==> src/rtl/fir_cond_pkg.sv <==
// Shared arithmetic helpers for the filter output conditioner:
// rounding right-shift and saturation on a wide signed carrier.
package fir_cond_pkg;

    localparam int OUT_W_DEF = 16;
    localparam int OUT_MAX   = 2 ** (OUT_W_DEF - 1) - 1;
    localparam int OUT_MIN   = -(2 ** (OUT_W_DEF - 1));

    // 64-bit carrier leaves headroom so the rounding add never wraps
    function automatic logic signed [63:0] round_shift(
        input logic signed [63:0] x,
        input int                 sh
    );
        logic signed [63:0] bias;
        bias = 64'sd0;
        if (sh > 0) bias = 64'sd1 <<< (sh - 1);
        return (x + bias) >>> sh;
    endfunction

    function automatic logic signed [63:0] lim_max(input int w);
        return (64'sd1 <<< (w - 1)) - 64'sd1;
    endfunction

    function automatic logic signed [63:0] lim_min(input int w);
        return -(64'sd1 <<< (w - 1));
    endfunction

    function automatic logic clamps(
        input logic signed [63:0] x,
        input int                 w
    );
        return (x > lim_max(w)) || (x < lim_min(w));
    endfunction

    function automatic logic signed [63:0] saturate(
        input logic signed [63:0] x,
        input int                 w
    );
        logic signed [63:0] y;
        y = x;
        if (x > lim_max(w)) y = lim_max(w);
        if (x < lim_min(w)) y = lim_min(w);
        return y;
    endfunction

endpackage

==> src/rtl/sync_fifo.sv <==
// Single-clock FIFO with a registered head word and exact occupancy.
// Push while full is accepted only when a pop frees a slot the same cycle.
module sync_fifo #(
    parameter int WIDTH = 16,
    parameter int DEPTH = 4
) (
    input  logic                     clk,
    input  logic                     reset,
    input  logic                     push,
    input  logic [WIDTH-1:0]         din,
    input  logic                     pop,
    output logic [WIDTH-1:0]         dout,
    output logic                     empty,
    output logic                     full,
    output logic [$clog2(DEPTH):0]   fill
);

    localparam int AW = $clog2(DEPTH);

    logic [WIDTH-1:0] mem [DEPTH];
    logic [AW-1:0]    wr_ptr;
    logic [AW-1:0]    rd_ptr;
    logic [AW:0]      count;
    logic             do_push;
    logic             do_pop;

    assign empty   = (count == '0);
    assign full    = (count == (AW+1)'(DEPTH));
    assign fill    = count;
    assign do_pop  = pop && !empty;
    assign do_push = push && (!full || do_pop);

    always_ff @(posedge clk) begin
        if (do_push) mem[wr_ptr] <= din;
    end

    always_ff @(posedge clk) begin
        if (reset) begin
            wr_ptr <= '0;
            rd_ptr <= '0;
            count  <= '0;
            dout   <= '0;
        end else begin
            if (do_push) wr_ptr <= wr_ptr + AW'(1);
            if (do_pop)  rd_ptr <= rd_ptr + AW'(1);
            case ({do_push, do_pop})
                2'b10:   count <= count + (AW+1)'(1);
                2'b01:   count <= count - (AW+1)'(1);
                default: count <= count;
            endcase
            // head register follows the next oldest entry
            if (do_pop) begin
                if (count > (AW+1)'(1)) dout <= mem[rd_ptr + AW'(1)];
                else if (do_push)       dout <= din;
            end else if (empty && do_push) begin
                dout <= din;
            end
        end
    end

endmodule

==> src/rtl/fir_out_conditioner.sv <==
// Filter output conditioner: decimate, round/shift, saturate, then buffer
// behind a valid/ready FIFO with sticky saturation and overflow flags.
module fir_out_conditioner
    import fir_cond_pkg::*;
#(
    parameter int IN_W       = 32,
    parameter int OUT_W      = 16,
    parameter int SHIFT      = 3,
    parameter int DECIM      = 2,
    parameter int FIFO_DEPTH = 4
) (
    input  logic                            clk,
    input  logic                            reset,
    input  logic signed [IN_W-1:0]          din,
    input  logic                            din_valid,
    output logic signed [OUT_W-1:0]         dout,
    output logic                            dout_valid,
    input  logic                            dout_ready,
    output logic [$clog2(FIFO_DEPTH):0]     fill,
    output logic                            sat_flag,
    output logic                            ovf_flag
);

    localparam int DW = (DECIM > 1) ? $clog2(DECIM) : 1;

    logic [DW-1:0]           dcnt;
    logic                    keep;
    logic                    s1_valid;
    logic signed [IN_W:0]    s1_r;
    logic                    s2_valid;
    logic signed [OUT_W-1:0] s2_d;
    logic                    pq_valid;
    logic signed [OUT_W-1:0] pq_d;
    logic signed [63:0]      r_full;
    logic signed [63:0]      s1_ext;
    logic signed [63:0]      sat_v;
    logic                    s1_clamp;
    logic [OUT_W-1:0]        f_dout;
    logic                    f_empty;
    logic                    f_full;

    assign keep = din_valid && (dcnt == '0);

    always_comb begin
        r_full   = round_shift(64'(din), SHIFT);
        s1_ext   = 64'(s1_r);
        sat_v    = saturate(s1_ext, OUT_W);
        s1_clamp = clamps(s1_ext, OUT_W);
    end

    always_ff @(posedge clk) begin
        if (reset) begin
            dcnt     <= '0;
            s1_valid <= 1'b0;
            s1_r     <= '0;
            s2_valid <= 1'b0;
            s2_d     <= '0;
            pq_valid <= 1'b0;
            pq_d     <= '0;
            sat_flag <= 1'b0;
            ovf_flag <= 1'b0;
        end else begin
            if (din_valid)
                dcnt <= (dcnt == DW'(DECIM - 1)) ? '0 : dcnt + DW'(1);
            s1_valid <= keep;
            if (keep) s1_r <= r_full[IN_W:0];
            s2_valid <= s1_valid;
            if (s1_valid) s2_d <= sat_v[OUT_W-1:0];
            if (s1_valid && s1_clamp) sat_flag <= 1'b1;
            pq_valid <= s2_valid;
            if (s2_valid) pq_d <= s2_d;
            // full FIFO without a pop this cycle drops the sample
            if (pq_valid && f_full && !dout_ready) ovf_flag <= 1'b1;
        end
    end

    sync_fifo #(
        .WIDTH (OUT_W),
        .DEPTH (FIFO_DEPTH)
    ) u_fifo (
        .clk   (clk),
        .reset (reset),
        .push  (pq_valid),
        .din   (pq_d),
        .pop   (dout_ready),
        .dout  (f_dout),
        .empty (f_empty),
        .full  (f_full),
        .fill  (fill)
    );

    assign dout       = signed'(f_dout);
    assign dout_valid = !f_empty;

endmodule

==> config.mk <==
export PLATFORM = sky130hd
export DESIGN_NAME = fir_out_conditioner
export DESIGN_NICKNAME = d
export VERILOG_FILES = /design/src/rtl/fir_cond_pkg.sv /design/src/rtl/sync_fifo.sv /design/src/rtl/fir_out_conditioner.sv
export SDC_FILE = /design/constraint.sdc
export NUM_CORES = 1
export LEC_CHECK = 0
export ABC_CLOCK_PERIOD_IN_PS = 2150
export BUFFER_PORTS_ARGS = -buffer_cell sky130_fd_sc_hd__buf_2
export CORE_AREA = 2 2 172 123
export CTS_CLUSTER_DIAMETER = 30
export DETAILED_ROUTE_END_ITERATION = 6
export DIE_AREA = 0 0 174 125
export PLACE_DENSITY = 0.52
export REMOVE_ABC_BUFFERS = 1
export SKIP_LAST_GASP = 1
export SLEW_MARGIN = 25
export SYNTH_ARGS = -nofsm -noshare
export SYNTH_HDL_FRONTEND = slang
export SYNTH_HIERARCHICAL = 1
export SYNTH_SLANG_ARGS = --single-unit
==> constraint.sdc <==
create_clock -name clk -period 2.15 [get_ports clk]
set_input_delay 0.215 -clock clk [delete_from_list [all_inputs] [get_ports clk]]
set_output_delay 0.215 -clock clk [all_outputs]
set_load 0.1 [all_outputs]
==> impl_metrics.tcl <==
set metrics [dict create \
    detailroute.via_count 4877 \
    fin_crit_sh 0.933 \
    worstSetupPathType "register to output port" \
    p_per_area_nw_per_um2 1070 \
    finClkSkew_ns 0.0117 \
    slew_headroom 0.491 \
    whs_path_depth 3 \
    viasPerCell 5.14 \
    die_area_um2 21800 \
    top_level_ports 58 \
    critical_path.most_common_cell "inv_1" \
    cts_buffers 17 \
    place_congestion 0.813 \
    diodes 0 \
    cp_slowest_cell "dfxtp_1" \
    drc_errors 0 \
    setup_ws_ns 0.144 \
    worstHoldStart "din[20]" \
    vdd_drop_max_v 0.000557 \
    clock_latency_ns 0.43 \
    leakage_nw 2.76 \
    crit_chain "inv_1 > ha_1 > nand2b_4 > inv_4 > inv_1 > buf_4" \
    cts_resized 1 \
    r2r_end "u_fifo/fill[0]" \
    dp_cells 917 \
    firstDrtPassIters 5 \
    clk_pin_slew_worst_paths_ns 0.06 \
    cts_max_level 4 \
    grt_max_degree 53 \
    area_delta_synth_final_pct 17.8 \
    min_delay_worst_endpoint "s1_r[17]" \
    crit_fanout 6 \
    rsz0062_at_grt "no" \
    status "complete, no violations" \
    finalCriticalPeriod_ns 2.01 \
    nNetsFinal 705 \
    yosys_most_used_dff "dfxtp_1" \
    grt_pass1_vias 4863 \
    p_comb_frac 0.242 \
    drtIter0Drc 302 \
    initial_core_util 0.333 \
    root_buffer "clkbuf_16" \
    ant_nets 0 \
    grt_util_all_layers 0.153 \
    synthArstFlopShare 0 \
    synth-edff-count 64 \
    hold_violations 0 \
    setup_viol 0 \
    reg2reg_setup_slack_ns 0.20 \
    antenna_found_initial 0 \
    cts.sinks 155 \
    cts_tree "built" \
    fmax_mhz 498 \
    critPathRequiredTime_ns 1.93 \
    syn_area_um2 6760 \
    drv_cap 0 \
    maxSlewViolCount 0 \
    nFillCells 2002 \
    ys_ff_latch 155 \
    stdcell_count 949 \
    drive_gt1_frac 0.215 \
    synth_cell_types 57 \
    r2r-start "u_fifo/fill[0]" \
    fin_hold_ws_ns 0.0881 \
    power.switching_w 0.00286 \
    drt-total-wl_um 15900 \
    postCtsSetupBuffers 0 \
    cp.arrival_ns 1.79 \
    worst_slew_pin_slew_ns 0.763 \
    netlist_instances 608 \
    cp_top_family "buffers and inverters" \
    rows 44 \
    die_w_um 174 \
    power.share.switching 0.337 \
    numPortBuffers 55 \
    p_clk_frac 0.358 \
    min_path_type "input port to register" \
    end_kind "output port" \
    start_kind "register" \
    grt_overflow 0 \
    max_stage_delay_ns 0.41 \
    pre_cts_ws_ns 0.230 \
    rr_worst_depth 6 \
    cts.hold.buffers_added 0 \
    clockBufferDepth 2 \
    grt_pass1_wl_um 26000 \
    p_int_w 0.00562 \
    sequentialPowerShare 0.401 \
    dp_hpwl_um 10500 \
    yosysWarnings 6 \
    core_um2 20300 \
    cp.buffers_inverters 4 \
    avgSynthCellArea_um2 11.1 \
    yosysSeqAreaShare 0.554 \
    avgRoutedWirePerCell_um 16.7 \
    path_depth 6 \
    die_h_um 125 \
]
## metal layers
| metal | global-route usage | share of wire | wire length, um |
|---|---|---|---|
| met4 | 0.0499 | 0.012 | 189 |
| met1 | 0.209 | 0.48 | 7620 |
| met5 | 0 | 0 | 0 |
| met3 | 0.0362 | 0.044 | 690 |
| met2 | 0.242 | 0.46 | 7360 |
## metrics by stage
stage               setup TNS [ns]  utilization  total power, W  area (um^2)
floorplan                   -47.99            -         0.00498         6520
global placement                 0        0.363         0.00548         7350
detailed placement               0        0.363         0.00551         7350
CTS                              0        0.393         0.00857         7950
global route                     0        0.393         0.00884         7960
finish                           0        0.393         0.00848         7960
## state kept, by name, summed over array words and instances (netlist names)
register / count
u_fifo/rd_ptr: 2
s2_valid: 1
sat_flag: 1
dcnt: 1
u_fifo/mem: 64
s2_d: 16
u_fifo/wr_ptr: 2
pq_d: 16
u_fifo/dout: 16
u_fifo/fill: 3
s1_r: 30
ovf_flag: 1
pq_valid: 1
s1_valid: 1
## worst min-delay path, stage by stage
cell and delay (ns):
buf_2 0.11, o21ai_0 0.06, a31oi_1 0.08
## placed cells by master, fill, tap and decap left out, types with 14 or more instances in the layout
| cell type | n |
|---|---|
| edfxtp_1 | 64 |
| mux2i_1 | 17 |
| o21ai_0 | 39 |
| nor3_1 | 31 |
| dfxtp_1 | 91 |
| nand4_1 | 14 |
| nand2_1 | 70 |
| nand3_1 | 16 |
| mux4_2 | 16 |
| nor2_1 | 58 |
| buf_4 | 15 |
| clkbuf_16 | 17 |
| buf_2 | 54 |
## cell type report
class / instances / area (um^2) / share of cell area
Sequential cell: 155 / 3740 / 0.471
Tap cell: 276 / 345 / 0.0434
Inverter: 11 / 43.8 / 0.00550
Multi-Input combinational cell: 401 / 2740 / 0.344
Clock inverter: 14 / 171 / 0.0215
Timing Repair Buffer: 74 / 483 / 0.0607
Clock buffer: 18 / 429 / 0.0539
## cell families after synthesis
family                   count (synthesis)  share of synthesized area
buffers and inverters                   52                     0.0419
multiplexers                            34                     0.0802
XOR/XNOR                                15                     0.0194
AND/OR/NAND/NOR                        241                      0.174
AO/OA/AOI/OAI                          102                      0.113
adder cells (fa/ha/maj)                  9                     0.0167
flip-flops                             155                      0.554
## synth_stat cells (13+ instances only)
cell,n,area share
a21oi_1,13,0.0096
clkbuf_1,19,0.011
dfxtp_1,91,0.27
edfxtp_1,64,0.28
mux2i_1,17,0.025
mux4_2,16,0.053
nand2_1,70,0.039
nand3_1,16,0.012
nand4_1,14,0.013
nor2_1,59,0.033
nor3_1,31,0.023
o21ai_0,39,0.029
## worst max path at each step
stage / start / end / slack [ns]
after floorplan: dcnt / s1_r[20] / -0.61
after global placement: u_fifo/fill[0] / u_fifo/fill[0] / 0.28
after detailed placement: u_fifo/fill[0] / u_fifo/fill[0] / 0.23
after CTS: u_fifo/fill[0] / dout_valid / 0.12
after global routing: u_fifo/fill[0] / dout_valid / 0.03
final: u_fifo/fill[0] / dout_valid / 0.14
## power by group through the flow
stage,combinational (W),sequential (W),clock [W]
floorplan,0.000826,0.00415,0
global placement,0.00203,0.00345,0
detailed placement,0.00204,0.00346,0
CTS,0.00206,0.00340,0.00311
global route,0.00218,0.00343,0.00323
finish,0.00205,0.00340,0.00303
No activity file was read; power rests on OpenSTA's default activity.
